### src/rtl/fpu_align_pkg.sv
// Shared widths, shift constants and FSM state type for the mantissa
// alignment stage.
package fpu_align_pkg;
  localparam int MANT_W       = 24;
  localparam int GRS_W        = 3;
  localparam int ALN_W        = MANT_W + GRS_W;
  localparam int SHIFT_STAGES = 5;
  localparam logic [4:0] SAT_SHIFT = 5'd31;

  typedef enum logic [1:0] {
    IDLE  = 2'd0,
    SHIFT = 2'd1,
    DONE  = 2'd2
  } state_e;
endpackage

### src/rtl/align_mant_shift_if.sv
// Operand/result bundle of the alignment stage. Both sides use valid/ready:
// a transfer happens on a rising edge where valid & ready are both high, and
// the sender holds its data and valid stable until that edge.
interface align_mant_shift_if;
  import fpu_align_pkg::*;

  logic              i_valid;
  logic              o_ready;
  logic [MANT_W-1:0] i_MantA;
  logic [MANT_W-1:0] i_MantB;
  logic              i_SignA;
  logic              i_SignB;
  logic [7:0]        i_Exp;
  logic [7:0]        i_E_sub;
  logic              i_Ce_lt;

  logic              o_valid;
  logic              i_ready;
  logic [ALN_W-1:0]  o_MantBig;
  logic [ALN_W-1:0]  o_MantSml;
  logic              o_SignBig;
  logic              o_SignSml;
  logic [7:0]        o_Exp;
  logic              o_swap;

  modport slave (
    input  i_valid, i_MantA, i_MantB, i_SignA, i_SignB, i_Exp, i_E_sub,
           i_Ce_lt, i_ready,
    output o_ready, o_valid, o_MantBig, o_MantSml, o_SignBig, o_SignSml,
           o_Exp, o_swap
  );

  modport master (
    output i_valid, i_MantA, i_MantB, i_SignA, i_SignB, i_Exp, i_E_sub,
           i_Ce_lt, i_ready,
    input  o_ready, o_valid, o_MantBig, o_MantSml, o_SignBig, o_SignSml,
           o_Exp, o_swap
  );
endinterface

### src/rtl/align_mant_shift_step.sv
// One log2 stage of the sticky right shifter: shifts by weight when enabled
// and ORs every bit pushed off the bottom (old bit 0 included) into bit 0.
module align_shift_step
  import fpu_align_pkg::*;
(
  input  logic [ALN_W-1:0] data,
  input  logic             enable,
  input  logic [4:0]       weight,
  output logic [ALN_W-1:0] result
);
  logic [ALN_W-1:0] shifted;
  logic [ALN_W-1:0] lost_mask;

  assign shifted   = data >> weight;
  assign lost_mask = ~({ALN_W{1'b1}} << weight);
  assign result    = enable ? {shifted[ALN_W-1:1], shifted[0] | (|(data & lost_mask))}
                            : data;
endmodule

### src/rtl/align_mant_shift.sv
// Operand swap and sticky right-alignment of the smaller mantissa.
// Define ALIGN_FAST_EN for a single-cycle barrel shifter instead of the
// default one-stage-per-cycle iterative shifter; results are identical.
module align_mant_shift
  import fpu_align_pkg::*;
(
  input  logic               i_clk,
  input  logic               i_rst,
  align_mant_shift_if.slave  bus,
  output state_e             dbg_state
);
  state_e           state, state_n;
  logic [ALN_W-1:0] big_q, big_n, sml_q, sml_n;
  logic             sign_big_q, sign_big_n, sign_sml_q, sign_sml_n;
  logic [7:0]       exp_q, exp_n;
  logic             swap_q, swap_n;
  logic             accept;
  logic [4:0]       in_amt;
  logic [ALN_W-1:0] in_big, in_sml;

  assign bus.o_ready = ~i_rst & ((state == IDLE) | ((state == DONE) & bus.i_ready));
  assign accept      = bus.i_valid & bus.o_ready;
  assign in_amt      = (|bus.i_E_sub[7:5]) ? SAT_SHIFT : bus.i_E_sub[4:0];
  assign in_big      = bus.i_Ce_lt ? {bus.i_MantB, {GRS_W{1'b0}}} : {bus.i_MantA, {GRS_W{1'b0}}};
  assign in_sml      = bus.i_Ce_lt ? {bus.i_MantA, {GRS_W{1'b0}}} : {bus.i_MantB, {GRS_W{1'b0}}};

`ifdef ALIGN_FAST_EN
  logic [ALN_W-1:0] chain [0:SHIFT_STAGES];

  assign chain[0] = in_sml;
  for (genvar g = 0; g < SHIFT_STAGES; g++) begin : g_stage
    align_shift_step u_stage (
      .data   (chain[g]),
      .enable (in_amt[SHIFT_STAGES-1-g]),
      .weight (5'(16 >> g)),
      .result (chain[g+1])
    );
  end
`else
  logic [2:0]       step, step_n;
  logic [4:0]       amt_q, amt_n;
  logic [4:0]       weight;
  logic [ALN_W-1:0] step_out;

  // Step k handles amount bit (4-k); weight is that bit's one-hot value.
  assign weight = 5'd16 >> step;

  align_shift_step u_step (
    .data   (sml_q),
    .enable (|(amt_q & weight)),
    .weight (weight),
    .result (step_out)
  );
`endif

  always_comb begin
    state_n    = state;
    big_n      = big_q;
    sml_n      = sml_q;
    sign_big_n = sign_big_q;
    sign_sml_n = sign_sml_q;
    exp_n      = exp_q;
    swap_n     = swap_q;
`ifndef ALIGN_FAST_EN
    step_n     = step;
    amt_n      = amt_q;
`endif
    unique case (state)
      IDLE: state_n = IDLE;
`ifndef ALIGN_FAST_EN
      SHIFT: begin
        sml_n  = step_out;
        step_n = step + 3'd1;
        if (step == 3'd4) state_n = DONE;
      end
`endif
      DONE: if (bus.i_ready) state_n = IDLE;
      default: state_n = IDLE;
    endcase

    // accept is only possible from IDLE or a draining DONE, so it overrides.
    if (accept) begin
      big_n      = in_big;
      sign_big_n = bus.i_Ce_lt ? bus.i_SignB : bus.i_SignA;
      sign_sml_n = bus.i_Ce_lt ? bus.i_SignA : bus.i_SignB;
      exp_n      = bus.i_Exp;
      swap_n     = bus.i_Ce_lt;
`ifdef ALIGN_FAST_EN
      sml_n      = chain[SHIFT_STAGES];
      state_n    = DONE;
`else
      sml_n      = in_sml;
      amt_n      = in_amt;
      step_n     = 3'd0;
      state_n    = SHIFT;
`endif
    end
  end

  always_ff @(posedge i_clk or posedge i_rst) begin
    if (i_rst) begin
      state      <= IDLE;
      big_q      <= '0;
      sml_q      <= '0;
      sign_big_q <= 1'b0;
      sign_sml_q <= 1'b0;
      exp_q      <= '0;
      swap_q     <= 1'b0;
`ifndef ALIGN_FAST_EN
      step       <= 3'd0;
      amt_q      <= 5'd0;
`endif
    end else begin
      state      <= state_n;
      big_q      <= big_n;
      sml_q      <= sml_n;
      sign_big_q <= sign_big_n;
      sign_sml_q <= sign_sml_n;
      exp_q      <= exp_n;
      swap_q     <= swap_n;
`ifndef ALIGN_FAST_EN
      step       <= step_n;
      amt_q      <= amt_n;
`endif
    end
  end

  assign bus.o_valid   = (state == DONE);
  assign bus.o_MantBig = big_q;
  assign bus.o_MantSml = sml_q;
  assign bus.o_SignBig = sign_big_q;
  assign bus.o_SignSml = sign_sml_q;
  assign bus.o_Exp     = exp_q;
  assign bus.o_swap    = swap_q;
  assign dbg_state     = state;
endmodule

### src/flat_wrapper.sv
// flat-port wrapper written by rule: the top's interface ports become plain ports
module align_mant_shift_flat import fpu_align_pkg::*;
  (i_clk, i_rst, dbg_state, bus_i_valid, bus_i_MantA, bus_i_MantB, bus_i_SignA, bus_i_SignB, bus_i_Exp, bus_i_E_sub, bus_i_Ce_lt, bus_i_ready, bus_o_ready, bus_o_valid, bus_o_MantBig, bus_o_MantSml, bus_o_SignBig, bus_o_SignSml, bus_o_Exp, bus_o_swap);
  align_mant_shift_if bus_i ();
  input  logic i_clk;
  input  logic i_rst;
  output state_e dbg_state;
  input wire logic [$bits(bus_i.i_valid)-1:0] bus_i_valid;
  input wire logic [$bits(bus_i.i_MantA)-1:0] bus_i_MantA;
  input wire logic [$bits(bus_i.i_MantB)-1:0] bus_i_MantB;
  input wire logic [$bits(bus_i.i_SignA)-1:0] bus_i_SignA;
  input wire logic [$bits(bus_i.i_SignB)-1:0] bus_i_SignB;
  input wire logic [$bits(bus_i.i_Exp)-1:0] bus_i_Exp;
  input wire logic [$bits(bus_i.i_E_sub)-1:0] bus_i_E_sub;
  input wire logic [$bits(bus_i.i_Ce_lt)-1:0] bus_i_Ce_lt;
  input wire logic [$bits(bus_i.i_ready)-1:0] bus_i_ready;
  output wire logic [$bits(bus_i.o_ready)-1:0] bus_o_ready;
  output wire logic [$bits(bus_i.o_valid)-1:0] bus_o_valid;
  output wire logic [$bits(bus_i.o_MantBig)-1:0] bus_o_MantBig;
  output wire logic [$bits(bus_i.o_MantSml)-1:0] bus_o_MantSml;
  output wire logic [$bits(bus_i.o_SignBig)-1:0] bus_o_SignBig;
  output wire logic [$bits(bus_i.o_SignSml)-1:0] bus_o_SignSml;
  output wire logic [$bits(bus_i.o_Exp)-1:0] bus_o_Exp;
  output wire logic [$bits(bus_i.o_swap)-1:0] bus_o_swap;
  assign bus_i.i_valid = bus_i_valid;
  assign bus_i.i_MantA = bus_i_MantA;
  assign bus_i.i_MantB = bus_i_MantB;
  assign bus_i.i_SignA = bus_i_SignA;
  assign bus_i.i_SignB = bus_i_SignB;
  assign bus_i.i_Exp = bus_i_Exp;
  assign bus_i.i_E_sub = bus_i_E_sub;
  assign bus_i.i_Ce_lt = bus_i_Ce_lt;
  assign bus_i.i_ready = bus_i_ready;
  assign bus_o_ready = bus_i.o_ready;
  assign bus_o_valid = bus_i.o_valid;
  assign bus_o_MantBig = bus_i.o_MantBig;
  assign bus_o_MantSml = bus_i.o_MantSml;
  assign bus_o_SignBig = bus_i.o_SignBig;
  assign bus_o_SignSml = bus_i.o_SignSml;
  assign bus_o_Exp = bus_i.o_Exp;
  assign bus_o_swap = bus_i.o_swap;
  align_mant_shift u_core (.i_clk(i_clk), .i_rst(i_rst), .bus(bus_i), .dbg_state(dbg_state));
endmodule
### config.mk
export PLATFORM = sky130hd
export DESIGN_NAME = align_mant_shift_flat
export DESIGN_NICKNAME = d
export VERILOG_FILES = /design/src/rtl/fpu_align_pkg.sv /design/src/rtl/align_mant_shift_if.sv /design/src/rtl/align_mant_shift_step.sv /design/src/rtl/align_mant_shift.sv /design/src/flat_wrapper.sv
export SDC_FILE = /design/constraint.sdc
export NUM_CORES = 1
export LEC_CHECK = 0
export BUFFER_PORTS_ARGS = -buffer_cell sky130_fd_sc_hd__buf_2
export CAP_MARGIN = 10
export CORE_UTILIZATION = 49
export CTS_CLUSTER_SIZE = 24
export DETAILED_ROUTE_END_ITERATION = 7
export GPL_TIMING_DRIVEN = 0
export PLACE_DENSITY_LB_ADDON = 0.08
export SLEW_MARGIN = 20
export SYNTH_ARGS = -nofsm -noshare
export SYNTH_HDL_FRONTEND = slang
export SYNTH_SLANG_ARGS = --single-unit
### constraint.sdc
create_clock -name i_clk -period 2.35 [get_ports i_clk]
set_clock_uncertainty 0.05 [all_clocks]
set_input_delay 0.1175 -clock i_clk [delete_from_list [all_inputs] [get_ports i_clk]]
set_output_delay 0.1175 -clock i_clk [all_outputs]
set_load 0.02 [all_outputs]
=== Word level (Yosys, flattened, before mapping) ===
Index checks and enable logic that the tools add are counted.

* Multiplexer cells: 14
* $add $sub $neg: 1
* Reductions and logical operators: 8
* Eq/ne operators: 5
* Shift operators: 3
* Bitwise logic cells: 9

{| class="wikitable"
|+ Operators by type and width
! cell !! count
|-
| 27-bit 2-to-1 mux || 5
|-
| 27-bit bitwise AND || 1
|-
| 27-bit inverter || 1
|-
| 27-bit OR reduction || 1
|-
| 27-bit by 5-bit left shift with 27-bit output, first input constant || 1
|-
| 27-bit by 5-bit right shift with 27-bit output || 1
|-
| 2-bit 2-to-1 mux || 3
|-
| 3-bit 2-to-1 mux || 2
|-
| 5-bit bitwise AND || 1
|-
| 5-bit 2-to-1 mux || 1
|-
| 5-bit OR reduction || 1
|-
| 5-bit by 3-bit right shift with 5-bit output, first input constant || 1
|-
| 2-bit case mux with 2 select lines || 1
|-
| 2-bit AND reduction || 2
|-
| 2-bit nonzero test || 2
|-
| 3-bit by 1-bit adder with 3-bit output, second input constant || 1
|-
| 1-bit bitwise AND || 3
|-
| 3-bit == test, second input constant || 1
|-
| 3-bit by 1-bit != test with 1-bit output, second input constant || 1
|-
| 3-bit by 2-bit != test with 1-bit output, second input constant || 1
|-
| 3-bit OR reduction || 1
|-
| 2-bit by 1-bit == test with 1-bit output, second input constant || 1
|-
| 2-bit == test, second input constant || 1
|-
| 2-bit zero test || 1
|-
| other kinds (3) || 5
|}

* Word-level logic and storage cells: 49
* Output and inout bits: 69
* Flip-flop bits (word level): 75
* Input bits: 71

=== Logic depth before layout (Yosys ltp) ===
* Depth in word-level cells: 9
* Mapped depth: 13
* Depth with buffers taken out: 8

=== By module ===
Synthesis repeated with hierarchy kept, for this count alone.

* Cells, all modules: 592
* Area total of the unflattened synthesis: 5725.5 um2

{| class="wikitable"
|+ Modules (own cells, without submodules)
! module !! area each (um2) !! times used !! seq. area each (um2) !! cells an instance
|-
| align_mant_shift || 3717.3 || 1 || 1801.7 || 326
|-
| align_shift_step || 2008.2 || 1 || 0.0 || 266
|}

=== Worst setup path before layout ===
No wires, ideal clock.

* Path type: register to register
* Start: register u_core.step[2]
* End: register u_core.sml_q[6] (netlist: u_core.bus.o_MantSml[6])
* Stages on the path, launching flop included: 13
* Arrival time: 2338 ps
* Setup slack: -180 ps
* Period minus slack after synthesis: 2530 ps
* Data required time: 2158 ps
* Cells stage by stage: dfrtp_1 > buf_4 > buf_4 > inv_2 > buf_4 > ha_1 > buf_2 > buf_2 > inv_1 > a221oi_1 > a31oi_1 > a221oi_1 > o221ai_1

* Cells in the longest elaborated chain, start to end: 5
* Elaborated cells between the ends (all ways): 9
* Classes of those cells: shift (2); mux (3); bitwise (1); reduce/logical (3)

{| class="wikitable"
|+ Ends and longest elaborated chain
! what !! line !! RTL
|-
| from (decl) || align_mant_shift.sv:40 || <nowiki>logic [2:0] step, step_n;</nowiki>
|-
| from (signal assigned) || align_mant_shift.sv:122 || <nowiki>step <= step_n;</nowiki>
|-
| 5-bit by 3-bit right shift with 5-bit output * || align_mant_shift.sv:46 || <nowiki>assign weight = 5'd16 >> step;</nowiki>
|-
| 27-bit by 5-bit right shift with 27-bit output or 5-bit bitwise AND (tied branches) || align_mant_shift_step.sv:14, align_mant_shift.sv:50 ||
|-
| 27-bit 2-to-1 mux or 5-bit OR reduction (tied branches) || align_mant_shift_step.sv:16, align_mant_shift.sv:50 ||
|-
| 27-bit 2-to-1 mux or 2-bit nonzero test (tied branches) || - ||
|-
| 27-bit 2-to-1 mux or 2-bit AND reduction (tied branches) || - ||
|-
| to (signal assigned) || align_mant_shift.sv:116 || <nowiki>sml_q <= sml_n;</nowiki>
|-
| to (decl) || align_mant_shift.sv:13 || <nowiki>logic [ALN_W-1:0] big_q, big_n, sml_q, sml_n;</nowiki>
|}

Mark *: on every way between the ends. The rest lies on a longest branch, timed or not. The select of a mux whose other input is x is not followed.
A chain may end at the register's enable or synchronous reset.

=== Worst setup path in the final report ===
* Start: register u_core.step[1]
* End: register u_core.sml_q[0] (netlist: u_core.bus.o_MantSml[0])

* Cells in the longest elaborated chain, start to end: 9
* Elaborated cells between the ends (all ways): 14
* Classes of those cells: shift (3); mux (3); bitwise (4); reduce/logical (4)

{| class="wikitable"
|+ Ends and longest elaborated chain
! what !! line !! RTL
|-
| 5-bit by 3-bit right shift with 5-bit output * || align_mant_shift.sv:46 ||
|-
| 27-bit by 5-bit left shift with 27-bit output || align_mant_shift_step.sv:15 || <nowiki>assign lost_mask = ~({ALN_W{1'b1}} << weight);</nowiki>
|-
| 27-bit inverter || align_mant_shift_step.sv:15 ||
|-
| 27-bit bitwise AND || align_mant_shift_step.sv:16 || <nowiki>assign result = enable ? {shifted[ALN_W-1:1], shifted[0] | (|(data & lost_mask))}</nowiki>
|-
| 27-bit OR reduction || align_mant_shift_step.sv:16 ||
|-
| 1-bit bitwise OR || align_mant_shift_step.sv:16 ||
|-
| 27-bit 2-to-1 mux || align_mant_shift_step.sv:16 ||
|-
| 27-bit 2-to-1 mux || align_mant_shift.sv:68 || <nowiki>unique case (state)</nowiki>
|-
| 27-bit 2-to-1 mux || align_mant_shift.sv:82 || <nowiki>if (accept) begin</nowiki>
|}

Marks and branches as above.

==> summary.md <==
| Metric | Value |
|---|---|
| WL final | 21.6 mm |
| Placed Instance Area | 0.00624 sq mm |
| CP max FO | 6 |
| P_leak | 3.51 nW |
| CTS Root Cell | clkbuf_8 |
| Synth Flop Type | dfrtp_1 |
| Sink Count | 72 |
| Longest Clk Path Bufs | 2 |
| Register area share after synthesis | 0.337 |
| CP Capture Type | flop |
| Failing checks | negative setup slack |
| Setup violators final | 2 |
| Internal power | 5.98 mW |
| Status | finished, violations left |
| I/O Buffers | roughly 140 |
| Flop and latch count out of synthesis | 72 |
| EDFF count, synth | 0 |
| Layout cells sized above 1 | 0.377 |
| Top-level I/O count | 140 |
| Largest net degree at the start of global routing | 60 |
| Final Critical Period | 2.38 ns |
| DP HPWL | 14.9 mm |
| Max-slew violation count | 0 |
| Routability Congestion | 0.978 |
| Rel. slew slack | 0.490 |
| Drt first-iter violations | roughly 550 |
| Sw Share | 0.508 |
| Non-Filler Instances | between 900 and 1k |
| All-Layer GR Usage | 0.388 |
| CTS buffer count | 9 |
| Diodes inserted | 0 |
| Clk pwr share | 0.084 |
| Synth-to-layout area growth | 40.9% |
| Vias per cell | 6.36 |
| Multi-input gate area | 0.00358 sq mm |
| H-tree depth | 3 |
| DRC viols | 0 |
| Worst-skew pair later-pin latency | between 0.3 and 0.4 ns |
| Most common cell after layout, fill and taps aside | buf_2 |
| Worst-Margin Slew | 0.765 ns |
| Final net count | 884 |
| Post-route cell area | 0.00752 sq mm |
| Chip height | 106 microns |
| WS Path Type | reg2reg |
| VDD IR-drop max | ~0.95 mV |
| First-pass GRT wire length | 32.8 mm |
| Ys async rst share | 1.00 |
| Synth Cell Area | 0.00534 sq mm |
| Number of distinct library cells after synthesis | just under 60 |
| Die area | 0.0113 sq mm |
| Max cap viols | 0 |
| Initial Util | 0.510 |
| Syn_area_per_cell | between 8 and 9 sq um |
| Yosys warnings | 0 |
| Most frequent cells in the layout | buf_2 (140), mux2i_1 (101), nand2_1 (94) |
| Seq. cell area | 0.00180 sq mm |
| Fmax achieved | ~420 MHz |
| Critical Path RT | approximately 2.6 ns |
| Final hold vios | 0 |
| Reg clk slew, reported paths | 0.08 ns |
| Filler instances | slightly above 800 |
| GR Overflow Total | 0 |
| Min-Delay Path Class | in2reg |
| Cell count after synthesis | around 600 |
| Dpl cells | 869 |
| Logic pwr share | 0.697 |
| Net Sw Power | roughly 6.2 mW |
| Rows | 37 |
| Initial antenna violation count | 0 |
| Die width | about 110 microns |
| CTS tree | yes |
| WL/cell | 22.8 microns |
| Core Box Area | 0.0105 sq mm |
| Hold WS | 0.00890 ns |
| First-pass detailed-route iteration total | 5 |
| Final Cycle Share | 1.01 |
| RSZ-0062 raised after global routing | yes |
| Place WS | -0.709 ns |
| Vias in the first global route | about 5.9k |
| Final worst setup slack | -0.0300 ns |
| CP startpoint kind | flop |
| Post-route setup TNS | -0.0528 ns |
| Via count | 6,031 |
| Seq pwr share | 0.218 |
| Cell area power density | 1620 mW/mm^2 |
| Worst endpoint data arrival time | 2.58 ns |
| Antenna-violating nets left | 0 |
## final cells by class
class	count	area share
Clock inverter	4	0.00715
Buffer	48	0.0496
Tap cell	136	0.0226
Timing Repair Buffer	204	0.178
Multi-Input combinational cell	462	0.476
Inverter	10	0.00699
Sequential cell	72	0.240
Clock buffer	12	0.0193
## synthesized netlist by cell type (3+ instances only)
library cell  instances  share of area
buf_2                17          0.016
a21oi_1              19          0.018
nor4_1                3         0.0035
inv_1                 8         0.0056
dfrtp_1              72           0.34
o21ai_0              48          0.045
nand3_1              22          0.021
nor3_1                6         0.0056
a31oi_1              10          0.012
o22ai_1               4         0.0047
ha_1                  6          0.014
nand2_1              98          0.069
clkbuf_1             23          0.016
o221ai_1             17          0.028
a22o_1                3         0.0049
nor2b_1               3         0.0035
mux2i_1             109           0.20
o21a_1                3         0.0042
mux2_2                6          0.013
mux4_2                9          0.038
and2_1                4         0.0047
a22oi_1               3         0.0042
nand2b_1              7         0.0082
a211oi_1              5         0.0070
a221oi_1              4         0.0066
buf_4                 9          0.013
nor2_1               29          0.020
o211ai_1              9          0.013
buf_6                 3         0.0063
## final timing paths
kind / end / slack, ns / start / depth (start not counted)
setup / recovery: u_core.bus.o_MantSml[0]$_DFFE_PP0P_ / -0.03 / u_core.step[1]$_DFFE_PP0N_ / 6
hold / removal: u_core.bus.o_MantBig[13]$_DFFE_PP0P_ / 0.009 / bus_i_MantB[10] / 3
setup reg to reg: u_core.bus.o_MantSml[0]$_DFFE_PP0P_ / -0.03 / u_core.step[1]$_DFFE_PP0N_ / 6
min in group asynchronous: u_core.dbg_state[1]$_DFFE_PP0P_ / 0.19 / i_rst / 3
max in group asynchronous: u_core.bus.o_MantSml[13]$_DFFE_PP0P_ / 1.49 / i_rst / 4
hold reg to reg: u_core.amt_q[1]$_DFFE_PP0P_ / 0.42 / u_core.amt_q[1]$_DFFE_PP0P_ / 2
## stage by stage
step | util | power, mW
2_1_floorplan | - | 6.76
3_3_place_gp | 0.594 | 8.88
3_5_place_dp | 0.597 | 9.00
4_1_cts | 0.696 | 11.4
5_1_grt | 0.719 | 12.7
6_report | 0.719 | 12.2
## routing by layer
| metal | GRT usage | routed length, microns |
|---|---|---|
| met4 | 0.244 | 940 |
| met1 | 0.506 | 8660 |
| met5 | 0 | 0 |
| met3 | 0.0803 | 2080 |
| met2 | 0.588 | 9930 |
## power by group through the flow
stage	Sequential, mW	Clock [mW]	Combinational [mW]
floorplan	2.93	0	3.82
global placement	2.54	0	6.33
detailed placement	2.57	0	6.43
CTS	2.56	1.04	7.75
global route	2.69	1.08	8.90
finish	2.65	1.03	8.48
## cell families after synthesis
family,synth area share
other,0.000702
flip-flops,0.337
AND/OR/NAND/NOR,0.151
adder cells (fa/ha/maj),0.0141
AO/OA/AOI/OAI,0.179
XOR/XNOR,0.00164
buffers and inverters,0.0588
multiplexers,0.258
## flip-flops by register name, indices dropped and copies added, names as in the netlist
name                  count
u_core.bus.o_SignSml      1
u_core.bus.o_MantBig     24
u_core.dbg_state          2
u_core.bus.o_swap         1
u_core.bus.o_Exp          8
u_core.bus.o_MantSml     27
u_core.bus.o_SignBig      1
u_core.step               3
u_core.amt_q              5
## critical path, stage by stage, from the launching register on
cell	delay, ns
dfrtp_2	0.46
buf_4	0.15
ha_1	0.30
o41ai_1	0.72
o221ai_1	0.24
nor4_1	0.24
a31oi_1	0.12
## timing repair
| item | CTS | global route |
|---|---|---|
| resized for setup | 86 | 45 |
| endpoints found under the hold margin | 89 | 0 |
| gates cloned | 2 | 1 |
| buffers inserted | 28 | 18 |
| pin swaps | 12 | 21 |
| endpoints found under the setup margin | 27 | 28 |
| hold buffers | 19 | 0 |
No activity file was read; power rests on OpenSTA's default activity.
